==> src/rtl/stickit_scan_decoder.sv <==
// Purpose: rebuilds the 32-bit hex value shown on a Charlieplexed 8-digit LED scan from sampled drive-enable/level pairs.
// Latency: a word sampled on an EN edge is classified on the next CLK edge; VALUE/VALID follow the digit-7 sample by one edge.
// Backpressure: none; EN is a sample strobe and EN=0 cycles simply hold all state.
module stickit_scan_decoder #(
  parameter int LOCK_FRAMES = 2
) (
  input  logic        CLK,
  input  logic        RST,
  input  logic        EN,
  input  logic [7:0]  S_OE,
  input  logic [7:0]  S_O,
  output logic [31:0] VALUE,
  output logic        VALID,
  output logic        LOCKED,
  output logic        DIGIT_ERR
);

  // Good-frame counter is 4 bits wide, enough for the 1..15 range.
  localparam logic [3:0] LOCK_N = 4'(LOCK_FRAMES);

  typedef enum logic {
    HUNT  = 1'b0,
    TRACK = 1'b1
  } state_t;

  // ---------------------------------------------------------------------
  // Stage 1: sampled scan word
  // ---------------------------------------------------------------------
  logic       smp_vld;
  logic [7:0] smp_oe;
  logic [7:0] smp_o;

  // Capture the scan lines on strobe edges; smp_vld marks a word awaiting stage 2.
  always_ff @(posedge CLK) begin
    if (RST) begin
      smp_vld <= 1'b0;
      smp_oe  <= '0;
      smp_o   <= '0;
    end else begin
      smp_vld <= EN;
      if (EN) begin
        smp_oe <= S_OE;
        smp_o  <= S_O;
      end
    end
  end

  // ---------------------------------------------------------------------
  // Stage 2 classification (combinational on the sampled word)
  // ---------------------------------------------------------------------
  logic [7:0] anode;
  logic [7:0] seg_on;
  logic [3:0] anode_cnt;
  logic       one_anode;
  logic [2:0] k;
  logic [6:0] mask;
  logic       lut_hit;
  logic [3:0] nib;
  logic       word_ok;

  // Per-line class: driven high is the anode, driven low is a lit segment, released is off.
  always_comb begin
    anode     = smp_oe & smp_o;
    seg_on    = smp_oe & ~smp_o;
    anode_cnt = 4'($countones(anode));
    one_anode = (anode_cnt == 4'd1);
  end

  // Index of the anode line; only meaningful when exactly one anode exists.
  always_comb begin
    k = '0;
    for (int i = 0; i < 8; i++) begin
      if (anode[i]) k = 3'(i);
    end
  end

  // Drop the anode line and close the gap so the remaining seven lines form the segment mask.
  always_comb begin
    mask = '0;
    for (int j = 0; j < 7; j++) begin
      mask[j] = (3'(j) < k) ? seg_on[j] : seg_on[j+1];
    end
  end

  // Seven-segment pattern to hex nibble; anything outside the 16 glyphs is a pattern error.
  always_comb begin
    lut_hit = 1'b1;
    nib     = 4'h0;
    case (mask)
      7'h3F: nib = 4'h0;
      7'h06: nib = 4'h1;
      7'h5B: nib = 4'h2;
      7'h4F: nib = 4'h3;
      7'h66: nib = 4'h4;
      7'h6D: nib = 4'h5;
      7'h7D: nib = 4'h6;
      7'h07: nib = 4'h7;
      7'h7F: nib = 4'h8;
      7'h6F: nib = 4'h9;
      7'h77: nib = 4'hA;
      7'h7C: nib = 4'hB;
      7'h39: nib = 4'hC;
      7'h5E: nib = 4'hD;
      7'h79: nib = 4'hE;
      7'h71: nib = 4'hF;
      default: begin
        lut_hit = 1'b0;
        nib     = 4'h0;
      end
    endcase
  end

  // A word is usable only when it names a single digit and shows a known glyph.
  always_comb begin
    word_ok = one_anode & lut_hit;
  end

  // ---------------------------------------------------------------------
  // Frame tracking FSM
  // ---------------------------------------------------------------------
  state_t      state,     state_nxt;
  logic [2:0]  expected,  expected_nxt;
  logic [27:0] shadow,    shadow_nxt;
  logic [3:0]  good_cnt,  good_cnt_nxt;
  logic [3:0]  cnt_sat;
  logic [31:0] value_nxt;
  logic        valid_nxt;
  logic        locked_nxt;
  logic        err_nxt;

  // State, frame shadow and registered outputs; reset discards any partial frame.
  always_ff @(posedge CLK) begin
    if (RST) begin
      state     <= HUNT;
      expected  <= '0;
      shadow    <= '0;
      good_cnt  <= '0;
      VALUE     <= '0;
      VALID     <= 1'b0;
      LOCKED    <= 1'b0;
      DIGIT_ERR <= 1'b0;
    end else begin
      state     <= state_nxt;
      expected  <= expected_nxt;
      shadow    <= shadow_nxt;
      good_cnt  <= good_cnt_nxt;
      VALUE     <= value_nxt;
      VALID     <= valid_nxt;
      LOCKED    <= locked_nxt;
      DIGIT_ERR <= err_nxt;
    end
  end

  // Good-frame count after this frame completes, saturating at the lock threshold.
  always_comb begin
    cnt_sat = (good_cnt >= LOCK_N) ? LOCK_N : good_cnt + 4'd1;
  end

  // Next-state and output decode; VALID and DIGIT_ERR come from exclusive branches so never coincide.
  always_comb begin
    state_nxt    = state;
    expected_nxt = expected;
    shadow_nxt   = shadow;
    good_cnt_nxt = good_cnt;
    value_nxt    = VALUE;
    valid_nxt    = 1'b0;
    locked_nxt   = LOCKED;
    err_nxt      = 1'b0;

    if (smp_vld) begin
      case (state)
        HUNT: begin
          // Only a clean digit-0 word can start a frame; everything else is silently skipped.
          if (word_ok && (k == 3'd0)) begin
            shadow_nxt[3:0] = nib;
            expected_nxt    = 3'd1;
            state_nxt       = TRACK;
          end
        end

        TRACK: begin
          if (word_ok && (k == expected)) begin
            for (int i = 0; i < 7; i++) begin
              if (k == 3'(i)) shadow_nxt[4*i +: 4] = nib;
            end
            expected_nxt = expected + 3'd1;
            if (k == 3'd7) begin
              good_cnt_nxt = cnt_sat;
              if (cnt_sat >= LOCK_N) begin
                value_nxt  = {nib, shadow};
                valid_nxt  = 1'b1;
                locked_nxt = 1'b1;
              end
            end
          end else begin
            // The rejected word is consumed here; it never doubles as a new frame start.
            err_nxt      = 1'b1;
            locked_nxt   = 1'b0;
            good_cnt_nxt = '0;
            expected_nxt = '0;
            state_nxt    = HUNT;
          end
        end

        default: begin
          state_nxt = HUNT;
        end
      endcase
    end
  end

endmodule

==> config.mk <==
export PLATFORM = sky130hd
export DESIGN_NAME = stickit_scan_decoder
export DESIGN_NICKNAME = d
export VERILOG_FILES = /design/src/rtl/stickit_scan_decoder.sv
export SDC_FILE = /design/constraint.sdc
export NUM_CORES = 1
export LEC_CHECK = 0
export BUFFER_PORTS_ARGS = -buffer_cell sky130_fd_sc_hd__buf_4
export CAP_MARGIN = 20
export CORE_MARGIN = 3
export CORE_UTILIZATION = 47
export DETAILED_ROUTE_END_ITERATION = 10
export GPL_TIMING_DRIVEN = 0
export PLACE_DENSITY = 0.69
export SETUP_SLACK_MARGIN = 0.3
export SLEW_MARGIN = 5
export SYNTH_ARGS = -nofsm -noshare
export SYNTH_HDL_FRONTEND = slang
export SYNTH_SLANG_ARGS = --single-unit
==> constraint.sdc <==
create_clock -name CLK -period 4.2 [get_ports CLK]
set_input_delay 0.84 -clock CLK [delete_from_list [all_inputs] [get_ports CLK]]
set_output_delay 0.84 -clock CLK [all_outputs]
set_load 0.01 [all_outputs]
Word level (Yosys, flattened, before mapping)
Cells that the tools add are included.
- register bits: 88
- bits of input ports: 19
- word-level logic and storage cells: 124
- add/subtract/negate cells: 9
- $lt $le $gt $ge: 9
- equality and inequality tests: 30
- muxes and demuxes: 34
- bitwise operators: 8
- reduce and logical (&&, ||, !) cells: 17
- operators by type and width (operator ; count):
    $eq 7x7->1 const B ; 12
    $pmux 4 s15 ; 1
    $reduce_and 4->1 ; 8
    $mux 3 ; 8
    $mux 4 ; 6
    $and 8x8->8 ; 2
    $mux 1 ; 16
    $reduce_or 16->1 ; 1
    $eq 7x3->1 const B ; 2
    $eq 7x6->1 const B ; 2
    $eq 3x3->1 const B ; 4
    $lt 3x3->1 const A ; 3
    $add 1x1->2 ; 4
    $ge 4x2->1 const B ; 2
    $ne 2x1->1 const B ; 4
    $not 8->8 ; 1
    $pmux 4 s2 ; 1
    $add 2x2->3 ; 2
    $eq 3x2->1 const B ; 2
    $lt 1x3->1 const A ; 2
    $lt 2x3->1 const A ; 2
    $pmux 3 s2 ; 1
    $reduce_and 5->1 ; 1
    $reduce_or 5->1 ; 1
    other kinds (15) ; 19

Depth between registers and ports, before layout
Gate-level depths: netlist of run 1.
- word-level depth: 17
- mapped depth: 15
- depth with buffers taken out: 15

Worst setup path after synthesis of run 1
No wires, ideal clock.
- path type: register to register
- start: reg smp_oe[3]
- end: reg expected[0]
- arrival time: 4.114 ns
- data required time: 4.088 ns
- slack: -0.026 ns
- cell stages (with the launch flop): 16
- buffers on the path: 0
- period minus slack after synthesis: 4.226 ns
- path through: dfxtp_1 > and2_1 > inv_1 > fa_1 > fa_1 > fa_1 > inv_1 > ha_1 > fa_1 > nor2b_1 > o21ai_0 > or3_1 > or3_1 > o22ai_1 > nor3_1 > a2111oi_1
- longest elaborated chain between the ends: 15
- ends and longest elaborated chain (element ; line ; RTL):
    start: declaration ; 30 ; logic [7:0] smp_oe;
    start signal: assignment ; 37 ; smp_oe <= '0;
    start signal: assignment ; 42 ; smp_oe <= S_OE;
    $and 8x8->8 ; 63 ; anode = smp_oe & smp_o;
    $mux 3 (5 in a row) ; 73 ; if (anode[i]) k = 3'(i);
    $lt 1x3->1 (tied with other cells) ; 81 ; mask[j] = (3'(j) < k) ? seg_on[j] : seg_on[j+1];
    $mux 1 ; 81 ;
    $eq 7x7->1 (tied with other cells) ; 89 ; case (mask)
    $reduce_or 16->1 (no line) ; - ;
    $mux 1 ; 89 ;
    $and 1x1->1 ; 115 ; word_ok = one_anode & lut_hit;
    $logic_and 1x1->1, on equally long branches ; 182, 174 ;
    $mux 3 or $ne 2x2->1 (tied branches) ; - ;
    $pmux 3 s2 or $reduce_and 2->1 (tied branches) ; - ;
    end signal: assignment ; 144 ; expected <= expected_nxt;
    end: declaration ; 122 ; logic [2:0] expected, expected_nxt;
Several ways; a longest one is shown, not always the timed one.
A chain may end at the register's enable or synchronous reset.

Worst setup path after layout of run 1
- start: reg smp_oe[3]
- end: reg expected[1]
The elaborated chain is that of the path after synthesis.

==> metrics.csv, run 1 <==
metric,value,unit
"commonest non-fill, non-tap cell in the layout",dfxtp_1,
FF+latch area,0.00177,mm²
Final Skew,9.24,ps
Fin Setup TNS,0,ps
leak pwr,2.51,nW
global placer's final weighted congestion,0.903,
TritonCTS clock tree,built,
Placement Setup Slack,-230,ps
area of the multi-input gates,0.00308,mm²
total CTS buffers,9,
Syn. warnings,0,
die height,108,µm
hold crit path type,flop to flop,
"Net Count, Synth",544,
global-route wire length before repair,20.1,mm
cell mode on critical path,fa_1,
Max Clk Rate,0.238,GHz
CP Capture Type,flop,
net count reported at finish,630,
WL final,12.3,mm
WS Path Type,flop to flop,
vias per inst,5.83,
largest net degree at the start of global routing,16,
clock sink count,88,
Max VDD drop,0.175,mV
Die Wd,108,µm
Max clock buf depth,2,
DRC violations left,0,
reg-to-reg endpoint,expected[1],
Clock transition at path regs,90,ps
Global Route Usage Sum,0.215,
"commonest cells after routing, fill and taps aside","dfxtp_1 (82), mux2i_1 (76), nand2b_1 (67)",
htree depth,3,
crit path cell chain,and2_4 > inv_2 > fa_1 > fa_1 > fa_1 > inv_2 > ha_4 > fa_2 > nor2b_1 > o21ai_2 > or3_4 > or3_4 > o22ai_4 > buf_4 > nor4_1 > o21ba_2,
HP Start,good_cnt[3],
cts-stage hold buffer count,0,
Starting DRT DRC Count,321,
setup ws final,1.02,ps
total of max-cap violations,0,
Final Cycle Share,1.00,
min Tclk post-route,4200,ps
final hold violation count,0,
GRT Residual Overflow,0,
WHS Endpoint,good_cnt[3],
DR vias,4303,
number of synthesized flops with an enable pin,0,
headroom to the max-slew limit,0.480,
ys async rst share,0,
post-route ant nets,0,
DR WL/cell,16.7,µm
CORE AREA,0.00991,mm²
max incr delay on CP,550,ps
sequential-to-total area share from yosys stat,0.362,
syn avg cell area,9.44,µm²
hpwl dp,8.78,mm
RSZ-0062 raised after global routing,yes,
row count,36,
Area Growth Syn to Fin,23.8,%
area of the die,0.0116,mm²
Startpoint Class,flop,
share of layout cells above drive strength 1,0.263,
slew of the pin with the lowest slew margin,778,ps
Netlist cell types,73,
initial antenna violation count,0,
CP arrival,4460,ps
status,"finished, final reports clean",
# IOs,54,
Clock Tree Root,clkbuf_8,
critical path's slowest cell,fa_1,
R2R depth,16,
number of global-route vias before repair,4047,
# setup viols final,0,
Clock Latency Late Sink,360,ps
"Cell Area, Synth",0.00486,mm²
Cells after Synth,515,
synthesized flop and latch total,88,
1st-pass router iterations,5,
worst endpoint required time,4460,ps
Hold Path Depth,2,
Final Slew Violations,0,
FF-to-FF setup slack,1,ps
Fillers,856,
highest net fanout along the worst path,3,
antenna cells,0,
PortBufs,51,
Initial Utilization,0.491,
Post-synth top flop,dfxtp_1,
Reg-to-Reg Start,smp_oe[3],
PwrDens,267,mW/mm²
## worst max path at each step
stage | cells past startpoint | end | slack, ps | from
floorplan | 15 | expected[0] | 100 | smp_oe[3]
global placement | 15 | VALUE[14] | -130 | smp_oe[3]
detailed placement | 15 | VALUE[14] | -230 | smp_oe[3]
CTS | 15 | expected[0] | -80 | smp_oe[3]
global route | 17 | state | -150 | smp_oe[3]
finish | 16 | expected[1] | 1 | smp_oe[3]
## cell usage after synthesis, types with 3 or more instances
master / number / share of area
dfxtp_1: 88 / 0.36
mux2i_1: 76 / 0.16
nand2b_1: 67 / 0.086
nor2_1: 31 / 0.024
nand2_1: 29 / 0.022
clkbuf_1: 15 / 0.012
nor3_1: 15 / 0.015
inv_1: 13 / 0.010
a21oi_1: 11 / 0.011
nor2b_1: 10 / 0.013
nand4_1: 8 / 0.010
or3_1: 8 / 0.010
a211oi_1: 7 / 0.011
buf_2: 7 / 0.0072
ha_1: 6 / 0.015
nand3_1: 6 / 0.0062
o22ai_1: 6 / 0.0077
and2_1: 5 / 0.0064
nor4_1: 5 / 0.0064
o21ai_0: 5 / 0.0051
a21o_1: 4 / 0.0062
a22o_1: 4 / 0.0072
a31oi_1: 4 / 0.0051
buf_6: 4 / 0.0093
fa_1: 4 / 0.016
o2111ai_2: 4 / 0.012
o2bb2ai_1: 4 / 0.0072
o32a_1: 4 / 0.0082
a31o_2: 3 / 0.0054
a32oi_1: 3 / 0.0054
o21ai_1: 3 / 0.0031
or4_1: 3 / 0.0046
## repair_timing
item	CTS	global route
pin swaps	11	10
gates cloned	1	1
buffers inserted	10	12
setup endpoints to repair	69	71
resized for setup	26	23
## cell type report
type,count,share of cell area
flip-flops and latches,88,0.294
inverters,13,0.00811
well taps,133,0.0276
clock buffers,9,0.0206
plain buffers,30,0.0283
clock inverters,6,0.00769
repair buffers,75,0.103
multi-input cells,384,0.511
## through the flow
step / total power (W) / cell area [µm²] / instances / utilization / hold WS, ps
global route: 0.00167 / 6020 / 738 / 0.607 / 489
floorplan: 0.00101 / 4880 / 515 / - / 414
finish: 0.00161 / 6020 / 738 / 0.607 / 453
global placement: 0.00105 / 5430 / 699 / 0.548 / 432
CTS: 0.00160 / 5790 / 725 / 0.584 / 462
detailed placement: 0.00106 / 5430 / 699 / 0.548 / 450
## per-layer routing
metal / vias to the layer above / track usage / wire [µm]
li1: 2046 / - / -
met1: 2058 / 0.303 / 5680
met2: 176 / 0.338 / 5770
met3: 23 / 0.0330 / 669
met4: 0 / 0.0703 / 209
met5: - / 0 / 0
## where the power goes
| group | switching (W) | total (W) | internal (W) |
|---|---|---|---|
| Sequential | 0.00000884 | 0.000853 | 0.000844 |
| Clock | 0.000314 | 0.000529 | 0.000214 |
| Combinational | 0.000130 | 0.000224 | 0.0000941 |
## logic make-up after synthesis
| logic type | count (synthesis) | synth area share |
|---|---|---|
| buffers and inverters | 43 | 0.0427 |
| adders and majority gates | 12 | 0.0363 |
| and+or+nand+nor | 198 | 0.224 |
| DFF | 88 | 0.362 |
| muxes | 76 | 0.156 |
| AOI/OAI and AO/OA | 98 | 0.178 |
## flip-flops by register name, indices dropped and copies added, names as in the netlist
signal     cells
LOCKED         1
VALUE         32
shadow        28
smp_o          8
good_cnt       4
smp_oe         8
DIGIT_ERR      1
state          1
VALID          1
expected       3
smp_vld        1
## worst max-delay path, delay by kind of cell (launching register included)
| family | cells | cell delay [ps] |
|---|---|---|
| adders and majority gates | 5 | 2040 |
| AOI/OAI and AO/OA | 3 | 460 |
| DFF | 1 | 330 |
| and+or+nand+nor | 5 | 1020 |
| buffers and inverters | 3 | 240 |
(Power assumes the default switching activity.)
==> run 2, diff against run 1 <==
- CELL_PAD_IN_SITES_DETAIL_PLACEMENT: not set -> 1
- CELL_PAD_IN_SITES_GLOBAL_PLACEMENT: not set -> 2
- CORE_UTILIZATION: 47 -> 33
- PLACE_DENSITY: 0.69 -> 0.75
==> metrics.csv, run 2 (synthesis gave the netlist of run 1 again) <==
metric,value,unit,change
status,"finished, violations left",,
DP Cell Count,746,,+6.7%
crit path cell chain,and2_4 > inv_2 > fa_1 > fa_1 > fa_1 > inv_1 > ha_2 > fa_2 > nor2b_4 > o21ai_4 > buf_6 > or4_4 > o32a_1 > a311oi_2 > o21bai_1,,
GRT Residual Overflow,0,,unchanged
leak pwr,2.57,nW,+2.3%
"commonest non-fill, non-tap cell in the layout",dfxtp_1,,
Initial Utilization,0.344,,-0.147
global-route wire length before repair,23.4,mm,+17%
CORE AREA,0.0141,mm²,+43%
hold crit path type,flop to flop,,
min Tclk post-route,4230,ps,+31.0 ps
Fillers,1617,,+89%
CP arrival,4500,ps,+40 ps
PortBufs,51,,unchanged
WS Path Type,flop to flop,,
max incr delay on CP,510,ps,-40 ps
DR WL/cell,19.0,µm,+13%
cts-stage hold buffer count,0,,unchanged
Starting DRT DRC Count,200,,-38%
Final Skew,6.17,ps,-3.08 ps
die height,127,µm,+18%
1st-pass router iterations,5,,unchanged
Clock Tree Root,clkbuf_16,,
net count reported at finish,624,,-0.95%
area of the die,0.0162,mm²,+40%
# setup viols final,3,,+3
area of the multi-input gates,0.00315,mm²,+2.5%
Clock transition at path regs,70,ps,-20 ps
htree depth,3,,unchanged
DRC violations left,0,,unchanged
GRT met2 Usage,0.295,,-0.0434
max reg flops,32,,unchanged
headroom to the max-slew limit,0.402,,-0.0781
Max Clk Rate,0.236,GHz,-0.73%
"commonest cells after routing, fill and taps aside","dfxtp_1 (80), mux2i_1 (76), nand2b_1 (67)",,
clock sink count,88,,unchanged
RSZ-0062 raised after global routing,yes,,
Final Slew Violations,0,,unchanged
CP Capture Type,flop,,
Startpoint Class,flop,,
biggest regs,"VALUE x32, shadow x28",,
TritonCTS clock tree,built,,
row count,43,,+19%
critical path's slowest cell,fa_1,,
Max VDD drop,0.181,mV,+3.8%
cell mode on critical path,fa_1,,
total of max-cap violations,0,,unchanged
PwrDens,304,mW/mm²,+14%
GR peak layer,met2,,
Area Growth Syn to Fin,28.5,%,
setup ws final,-30.0,ps,-31.0 ps
hpwl dp,10.6,mm,+21%
Clock Latency Late Sink,340,ps,-20 ps
hold slack,457,ps,+4.06 ps
number of global-route vias before repair,4342,,+7.3%
grt met1 use,0.243,,-0.0593
FF+latch area,0.00177,mm²,+0.14%
slew of the pin with the lowest slew margin,895,ps,+117 ps
Global Route Usage Sum,0.180,,-0.0355
global placer's final weighted congestion,0.857,,-5.1%
"delay-heaviest family, CP",adder cells,,
initial antenna violation count,0,,unchanged
vias per inst,5.45,,-6.5%
share of layout cells above drive strength 1,0.277,,+0.0139
total CTS buffers,9,,unchanged
WL final,14.8,mm,+20%
final hold violation count,0,,unchanged
worst endpoint required time,4470,ps,about the same
post-route ant nets,0,,unchanged
fin area,0.00625,mm²,+3.8%
antenna cells,0,,unchanged
largest net degree at the start of global routing,16,,unchanged
M3 GR Usage,0.0401,,+0.00714
Final Cycle Share,1.01,,+0.00738
Die Wd,127,µm,+18%
Max clock buf depth,2,,unchanged
Top reg by flops,VALUE,,
# IOs,54,,unchanged
CP bufs+invs,3,,unchanged
highest net fanout along the worst path,4,,+1
"Cell Count, Final, Fillers Out",780,,+5.7%
failing checks,negative setup slack,,
Post-DP Area,0.00549,mm²,+1.1%
DR vias,4254,,-1.1%
run 2: changes by cell type in the layout (fill, tap and decap cells not counted), moves of 3 or more:
cell | previous run | this run
clkbuf_8 | 9 | 0
clkbuf_16 | 1 | 10
nor3_2 | 2 | 5
nor3_1 | 14 | 11
buf_4 | 66 | 60
run 2: area by class of cell:
cell class	instances	area share
clock buffers	10	0.0366
plain buffers	30	0.0282
well taps	180	0.0360
repair buffers	69	0.0925
inverters	13	0.00781
flip-flops and latches	88	0.284
multi-input cells	384	0.505
clock inverters	6	0.0106
run 2: routing by layer:
layer  wire [µm]  share of wire
met4         147         0.0099
met1        6980           0.47
met5           0              0
met3         411          0.028
met2        7240           0.49
run 2: path summary, 6_finish.rpt:
kind,from,end,slack (ps),cells past startpoint
worst min register to register,good_cnt[3],good_cnt[3],460,2
worst min-delay path,good_cnt[3],good_cnt[3],460,2
worst max-delay path,smp_oe[3],good_cnt[0],-30,15
worst max register to register,smp_oe[3],good_cnt[0],-30,15
run 2: repair_timing:
| item | 4_1_cts | 5_1_grt |
|---|---|---|
| endpoints found under the hold margin | 0 | 0 |
| resized for setup | 29 | 36 |
| pin swaps | 11 | 12 |
| setup endpoints to repair | 69 | 71 |
| gates cloned | 1 | 1 |
| buffers inserted | 8 | 8 |
run 2: metrics by stage:
stage,total power [W],setup TNS (ps),setup WS (ps),util
after detailed placement,0.00107,-9360,-299,0.388
after global routing,0.00198,-1220,-153,0.442
after CTS,0.00190,-250,-99.2,0.421
final,0.00190,-47.8,-30.0,0.442
after global placement,0.00106,-3700,-204,0.388
after floorplan,0.00101,0,97.5,-
run 2: worst min-delay path, delay by kind of cell (launching register included):
kind,cells,cell delay (ps)
flops,1,310
simple gates,2,100
run 2: where the power goes:
part / switching [W] / internal, W / leakage, nW
Sequential: 0.00000942 / 0.000845 / 0.715
Clock: 0.000347 / 0.000465 / 0.147
Combinational: 0.000139 / 0.0000927 / 1.70
